### src/rtl/and_gate_pkg.sv
// ============================================================================
// Module      : and_gate_pkg
// Description : Shared constants for the and_gate_core observation layer.
// Revision    : 1.0 - initial release
// ============================================================================
`default_nettype none

package and_gate_pkg;

  localparam logic [1:0] IDX_00    = 2'd0;
  localparam logic [1:0] IDX_01    = 2'd1;
  localparam logic [1:0] IDX_10    = 2'd2;
  localparam logic [1:0] IDX_11    = 2'd3;
  localparam int         CNT_W_DEF = 8;

  function automatic logic [1:0] combo_idx(input logic a, input logic b);
    return {a, b};
  endfunction

endpackage

`default_nettype wire

### src/rtl/and_gate_sat_cnt.sv
// ============================================================================
// Module      : and_gate_sat_cnt
// Description : Saturating up-counter with synchronous clear priority.
// Revision    : 1.0 - initial release
// ============================================================================
`default_nettype none

module and_gate_sat_cnt #(
  parameter int W = 8
) (
  input  logic         clk,
  input  logic         rst_n,
  input  logic         clr,
  input  logic         inc,
  output logic [W-1:0] q
);

  localparam logic [W-1:0] C_MAX = {W{1'b1}};

  always_ff @(posedge clk or negedge rst_n) begin
    if (!rst_n) begin
      q <= '0;
    end else if (clr) begin
      q <= '0;
    end else if (inc && (q != C_MAX)) begin
      q <= q + 1'b1;
    end
  end

endmodule

`default_nettype wire

### src/rtl/and_gate_core.sv
// ============================================================================
// Module      : and_gate_core
// Description : Combinational 2-input AND with registered observation layer.
// Revision    : 1.0 - initial release
// ============================================================================
`default_nettype none

module and_gate_core
  import and_gate_pkg::*;
#(
  parameter int CNT_W = CNT_W_DEF
) (
  input  logic             clk,
  input  logic             rst_n,
  input  logic             A,
  input  logic             B,
  output logic             Y,
  output logic             Y_q,
  output logic             rise,
  output logic [3:0]       seen,
  output logic             all_seen,
  input  logic             cnt_clr,
  input  logic [1:0]       cnt_sel,
  output logic [CNT_W-1:0] cnt
);

  logic [1:0]       w_idx;
  logic [CNT_W-1:0] w_cnt [4];

  // Y stays purely combinational so it is valid even while held in reset.
  assign Y     = A & B;
  assign w_idx = combo_idx(A, B);

  always_ff @(posedge clk or negedge rst_n) begin
    if (!rst_n) begin
      Y_q  <= 1'b0;
      rise <= 1'b0;
    end else begin
      Y_q  <= Y;
      rise <= Y & ~Y_q;
    end
  end

  always_ff @(posedge clk or negedge rst_n) begin
    if (!rst_n) begin
      seen <= 4'b0000;
    end else if (cnt_clr) begin
      seen <= 4'b0000;
    end else begin
      seen[w_idx] <= 1'b1;
    end
  end

  assign all_seen = &seen;

  for (genvar gi = 0; gi < 4; gi++) begin : g_cnt
    and_gate_sat_cnt #(
      .W (CNT_W)
    ) u_cnt (
      .clk   (clk),
      .rst_n (rst_n),
      .clr   (cnt_clr),
      .inc   (w_idx == 2'(gi)),
      .q     (w_cnt[gi])
    );
  end

  assign cnt = w_cnt[cnt_sel];

endmodule

`default_nettype wire

### config.mk
export PLATFORM = sky130hd
export DESIGN_NAME = and_gate_core
export DESIGN_NICKNAME = d
export VERILOG_FILES = /design/src/rtl/and_gate_pkg.sv /design/src/rtl/and_gate_sat_cnt.sv /design/src/rtl/and_gate_core.sv
export SDC_FILE = /design/constraint.sdc
export NUM_CORES = 1
export LEC_CHECK = 0
export CAP_MARGIN = 20
export CORE_ASPECT_RATIO = 0.9
export CORE_MARGIN = 2
export CORE_UTILIZATION = 25
export DETAILED_ROUTE_END_ITERATION = 7
export SLEW_MARGIN = 25
export SYNTH_ARGS = -nofsm -noshare
export SYNTH_HDL_FRONTEND = slang
export SYNTH_SLANG_ARGS = --single-unit
### constraint.sdc
create_clock -name clk -period 2.4 [get_ports clk]
set_input_delay 0.24 -clock clk [delete_from_list [all_inputs] [get_ports clk]]
set_output_delay 0.24 -clock clk [all_outputs]
set_load 0.02 [all_outputs]
* Yosys cells after proc, flatten, opt, wreduce, memory -nomap -nowiden
Index checks and enable logic that the tools add are counted.
** Operators by class
- Shift-type cells :: 0
- Bitwise operators :: 5
- Equal/unequal tests :: 7
- Add/subtract/negate cells :: 4
- Order comparisons :: 3
- Div/mod/pow operators :: 0
- Multiplexer cells :: 14
- $mul :: 0
- Reduce and logical (&&, ||, !) cells :: 11
** Operators with widths (number)
- 2-to-1 mux 8 bit :: 10
- adder 8 x 1 -> 8 bit (second input constant) :: 4
- inequality test 8 bit (second input constant) :: 4
- binary-select mux 8 bit (select 2 bit) :: 1
- nonzero test 2 bit :: 4
- logical AND 1 bit :: 5
- equality test 2 bit (second input constant) :: 2
- 2-to-1 mux 4 bit :: 1
- OR 4 bit :: 1
- AND reduction 4 bit :: 1
- >= comparator 3 bit (second input constant) :: 1
- less-than comparator 2 x 3 -> 1 bit (second input constant) :: 1
- inverter 2 -> 3 bit :: 1
- AND 1 bit :: 2
- demux 1 bit (select 2 bit) :: 1
- equality test 2 x 1 -> 1 bit (second input constant) :: 1
- >= comparator 2 x 1 -> 1 bit (second input constant) :: 1
- zero test 2 bit :: 1
- 2-to-1 mux 1 bit :: 1
- inverter 1 bit :: 1
** Storage, ports and cells
- Register bits after elaboration :: 38
- Memories kept :: 0
- Latch bits :: 0
- Bits in read-only memories :: 0
- Output and inout port bits :: 16
- Memory bits (writable) :: 0
- Logic and storage cells :: 51

* Logic depth before layout (Yosys ltp)
- Depth after elaboration :: 6
- Mapped depth :: 6

* Hierarchy
From an unflattened synthesis, not the netlist that was laid out.
** Second synthesis, totals
- Cells, all modules :: 223
- Area total of the unflattened synthesis :: 2279.7 sq um
** By module, submodules not included
- and_gate_sat_cnt :: cells each 49, area each 464.2 sq um, times used 4, sequential area each 200.2 sq um
- and_gate_core :: cells each 27, area each 422.9 sq um, times used 1, sequential area each 150.1 sq um

* Least setup slack after synthesis
OpenSTA, ideal clock, no wires.
- Kind :: register to register
- From :: register g_cnt[1].u_cnt.q[0]
- To :: register g_cnt[1].u_cnt.q[1]
- Setup time :: 132 ps
- Required time :: 2268 ps
- Setup slack :: 996 ps
- Path buffers :: 0
- Arrival :: 1272 ps
- Stages on the path, launching flop included :: 6
- Cells stage by stage :: dfrtp_1 ha_1 nand3_1 o21ai_0 mux2i_1 nor2_1
** On the way
- Cells in the longest elaborated chain, start to end :: 3
** RTL lines
- start: declaration :: RTL line and_gate_sat_cnt.sv:15 : output logic [W-1:0] q
- start signal: assignment :: RTL line and_gate_sat_cnt.sv:26 : q <= q + 1'b1;
- adder 8 x 1 -> 8 bit / inequality test 8 bit (equally long branches) :: RTL line and_gate_sat_cnt.sv:26, and_gate_sat_cnt.sv:25
- 2-to-1 mux 8 bit / logical AND 1 bit (equally long branches) :: RTL line and_gate_sat_cnt.sv:25 : end else if (inc && (q != C_MAX)) begin
- 2-to-1 mux 8 bit / nonzero test 2 bit (equally long branches)
Parallel ways exist; a longest one is shown, timed or not. The select of a mux whose other input is x is not followed.
A chain may end at the register's enable or synchronous reset.

* Final worst setup path
- From :: input cnt_sel[0]
- To :: output cnt[0]
** On the way
- Cells in the longest elaborated chain, start to end :: 4
** RTL lines
- start: declaration :: RTL line and_gate_core.sv:23 : input logic [1:0] cnt_sel,
- inverter 2 -> 3 bit (implied by the code) :: RTL line and_gate_core.sv:68 : assign cnt = w_cnt[cnt_sel];
- binary-select mux 8 bit (select 2 bit) :: RTL line and_gate_core.sv:68
- 2-to-1 mux 8 bit (implied by the code) (2 in a row) :: RTL line and_gate_core.sv:68
- end: declaration :: RTL line and_gate_core.sv:24 : output logic [CNT_W-1:0] cnt
No other way between the ends. The select of a mux whose other input is x is not followed.

==> run metrics <==
Slowest Stage Delay on Critical Path 0.55 ns; crit start category input pin; endpoints failing setup 0; P_sw 311 uW; syn nets about 220; largest net degree at the start of global routing 39; DP Wirelength 3690 um; max cap viols 0; Num CTS Buffers 5; Longest Clk Path Bufs 2; Max VDD drop around 0.00017 V; DR iter-0 viols 47; vias 1673; Sequential cell area 951 sq um; vias per inst 5.07; Diodes inserted 0; setup TNS 0 ns; outcome complete, no violations; die width 100 um; CP required 2.16 ns; Starting Density 25.9%; RR Startpoint g_cnt[1].u_cnt.q[0]; Most common cell on crit path clkdlybuf4s50_1; fin crit period 2.20 ns; row count 31; CTS Sinks 38; Final #Nets 241; Area Growth Syn to Fin 21.5%; Initial DRT Pass Iterations 4; Tot GR Track Use a little under an eighth; max-slew violations 0; post-CTS setup buffers 0; Clock H-tree levels 2; Fmax 454 MHz; Reg2Reg Depth 5; sequential power share 53.3%; CTS resizes 0; CP Capture Type output port; RSZ-0062 raised after global routing false; Lkg Pwr 0.00106 uW; Root Driver clkbuf_8; power share of the combinational group a little over a tenth; total gr overflow 0; Final Hold Fails 0; clock share of power 36.0%; Final Cycle Share 91.8%; Crit path arrival time 1.96 ns; fraction of registers with async set/reset 100%; CP Class in -> out; Port-buffer cells 22; #FFs+latches synth 38; WL final between 5000 and 6000 um; Syn Area/Cell about 10 sq um; antenna violations before repair 0; antenna viol nets, final 0; cells along the critical path clkdlybuf4s50_1 -> buf_12 -> mux4_2 -> clkdlybuf4s50_1; first-pass GRT wire length 8430 um; CTS tree done; Ports 23; number of global-route vias before repair 1603; Final Util between 30% and 40%; Mapped Cells 204; FILL cells 823; post-route clock skew 0.00826 ns; Worst slew margin 42.2%; worst skew pair latency 0.29 ns; CTS Hold Bufs 0; worst setup path end cnt[0]; worst-path maximum fanout 8; Internal roughly 940 uW; Pwr Density roughly 500 nW/um^2; cell area after synthesis roughly 2100 sq um; total die area 9090 sq um; crit path launch cnt_sel[0]; clock slew at reported path FFs 0.08 ns; Wirelength per Cell around 15 um; switch share 24.8%; chip height 90.7 um; gp weighted congestion 0.846; core area 8070 sq um; reg2reg end g_cnt[1].u_cnt.q[1]; synth unique cells 42; Multi-input gate area roughly 1100 sq um; worst-margin pin slew 0.867 ns; HP Class in -> async; FF-to-FF setup slack 0.72 ns; dominant synthesized flop cell dfrtp_1; Post-synth EDFFs 0; register area share after synthesis 45.6%; Worst path slowest cell clkdlybuf4s50_1; share of cells above drive strength 1 9.96%; # DRC 0; Ys Warns 0
## worst min path at each step
stage,end,start,slack [ns],cells after the start
6_report,g_cnt[1].u_cnt.q[3],rst_n,0.06,1
5_1_grt,g_cnt[1].u_cnt.q[6],rst_n,0.11,1
4_1_cts,g_cnt[1].u_cnt.q[7],rst_n,0.09,1
3_5_place_dp,g_cnt[1].u_cnt.q[7],rst_n,0.41,1
3_3_place_gp,g_cnt[1].u_cnt.q[7],rst_n,0.40,1
2_1_floorplan,Y_q,rst_n,-0.06,0
## area by class of cell
cell class | count | area share [%]
Clock inverter | 1 | 0.198
Clock buffer | 7 | 3.41
Tap cell | 99 | 4.89
Multi-Input combinational cell | 156 | 43.2
Timing Repair Buffer | 27 | 10.5
Sequential cell | 38 | 37.5
Inverter | 2 | 0.296
## placed cells by master, fill, tap and decap left out, types with 8 or more instances in the layout
| master | netlist | layout |
|---|---|---|
| dfrtp_1 | 38 | 38 |
| xor2_1 | 8 | 8 |
| mux2i_1 | 9 | 9 |
| nor3_1 | 9 | 9 |
| nand2_1 | 10 | 10 |
| a21oi_1 | 8 | 8 |
| nor2_1 | 33 | 33 |
| mux4_2 | 8 | 8 |
| nand3_1 | 10 | 10 |
| clkdlybuf4s50_1 | 0 | 21 |
## power groups by stage
stage | Clock (uW) | Sequential, uW | Combinational, uW
6_report | 452 | 669 | 134
5_1_grt | 488 | 672 | 148
4_1_cts | 471 | 669 | 137
3_5_place_dp | 0 | 682 | 136
3_3_place_gp | 0 | 682 | 134
2_1_floorplan | 0 | 686 | 63.0
## registers in the layout, summed over array words and instances, names as in the netlist
name	count
g_cnt.u_cnt.q	32
Y_q	1
seen	4
rise	1
## stage by stage
step           power [uW]  setup slack [ns]  cells  instance area (sq um)  hold WS [ns]
6_report             1260             0.196    330                   2530        0.0588
5_1_grt              1310             0.161    330                   2530         0.112
2_1_floorplan         749             0.996    204                   2090       -0.0556
3_3_place_gp          816             0.174    322                   2440         0.401
3_5_place_dp          818             0.180    322                   2440         0.409
4_1_cts              1280             0.175    330                   2530        0.0888
## critical path, delay by kind of cell
kind	cells	cell delay, ns
muxes	1	0.52
buffers and inverters	3	1.20
## cells by family (layout without fill, tap and decap cells)
logic type,Yosys count,count (layout),synth area share [%]
buf+inv,10,37,1.92
mux,18,18,13.5
compound gates,32,32,10.3
xor+xnor,8,8,3.36
flops,38,38,45.6
simple gates,94,94,23.0
fa+ha+maj,4,4,2.40
## synthesized netlist by cell type (2+ instances only)
cell,n,area share (%)
a211oi_1,2,0.72
a21oi_1,8,1.9
a311oi_1,3,1.3
a31oi_1,3,0.90
a41oi_1,2,0.84
and3_1,6,1.8
and4_1,4,1.7
buf_1,2,0.36
buf_2,2,0.48
clkbuf_1,4,0.72
dfrtp_1,38,46
ha_1,4,2.4
inv_1,2,0.36
mux2i_1,9,4.3
mux4_2,8,8.6
nand2_1,10,1.8
nand2b_1,3,0.90
nand3_1,10,2.4
nand4_1,4,1.2
nor2_1,33,5.9
nor2b_1,3,0.90
nor3_1,9,2.2
nor4_1,2,0.60
nor4b_1,2,0.84
o211ai_1,3,1.1
o21ai_0,3,0.72
o21bai_1,2,0.72
o31ai_1,2,0.72
xor2_1,8,3.4
## metal layers
| metal | track usage (%) | vias up | share of wire [%] |
|---|---|---|---|
| met5 | 0 | - | 0 |
| met4 | 3.42 | 0 | 1.1 |
| met3 | 2.86 | 5 | 2.9 |
| met2 | 18.6 | 22 | 48 |
| met1 | 16.5 | 836 | 48 |
| li1 | - | 810 | - |
No activity file was read; power rests on OpenSTA's default activity.
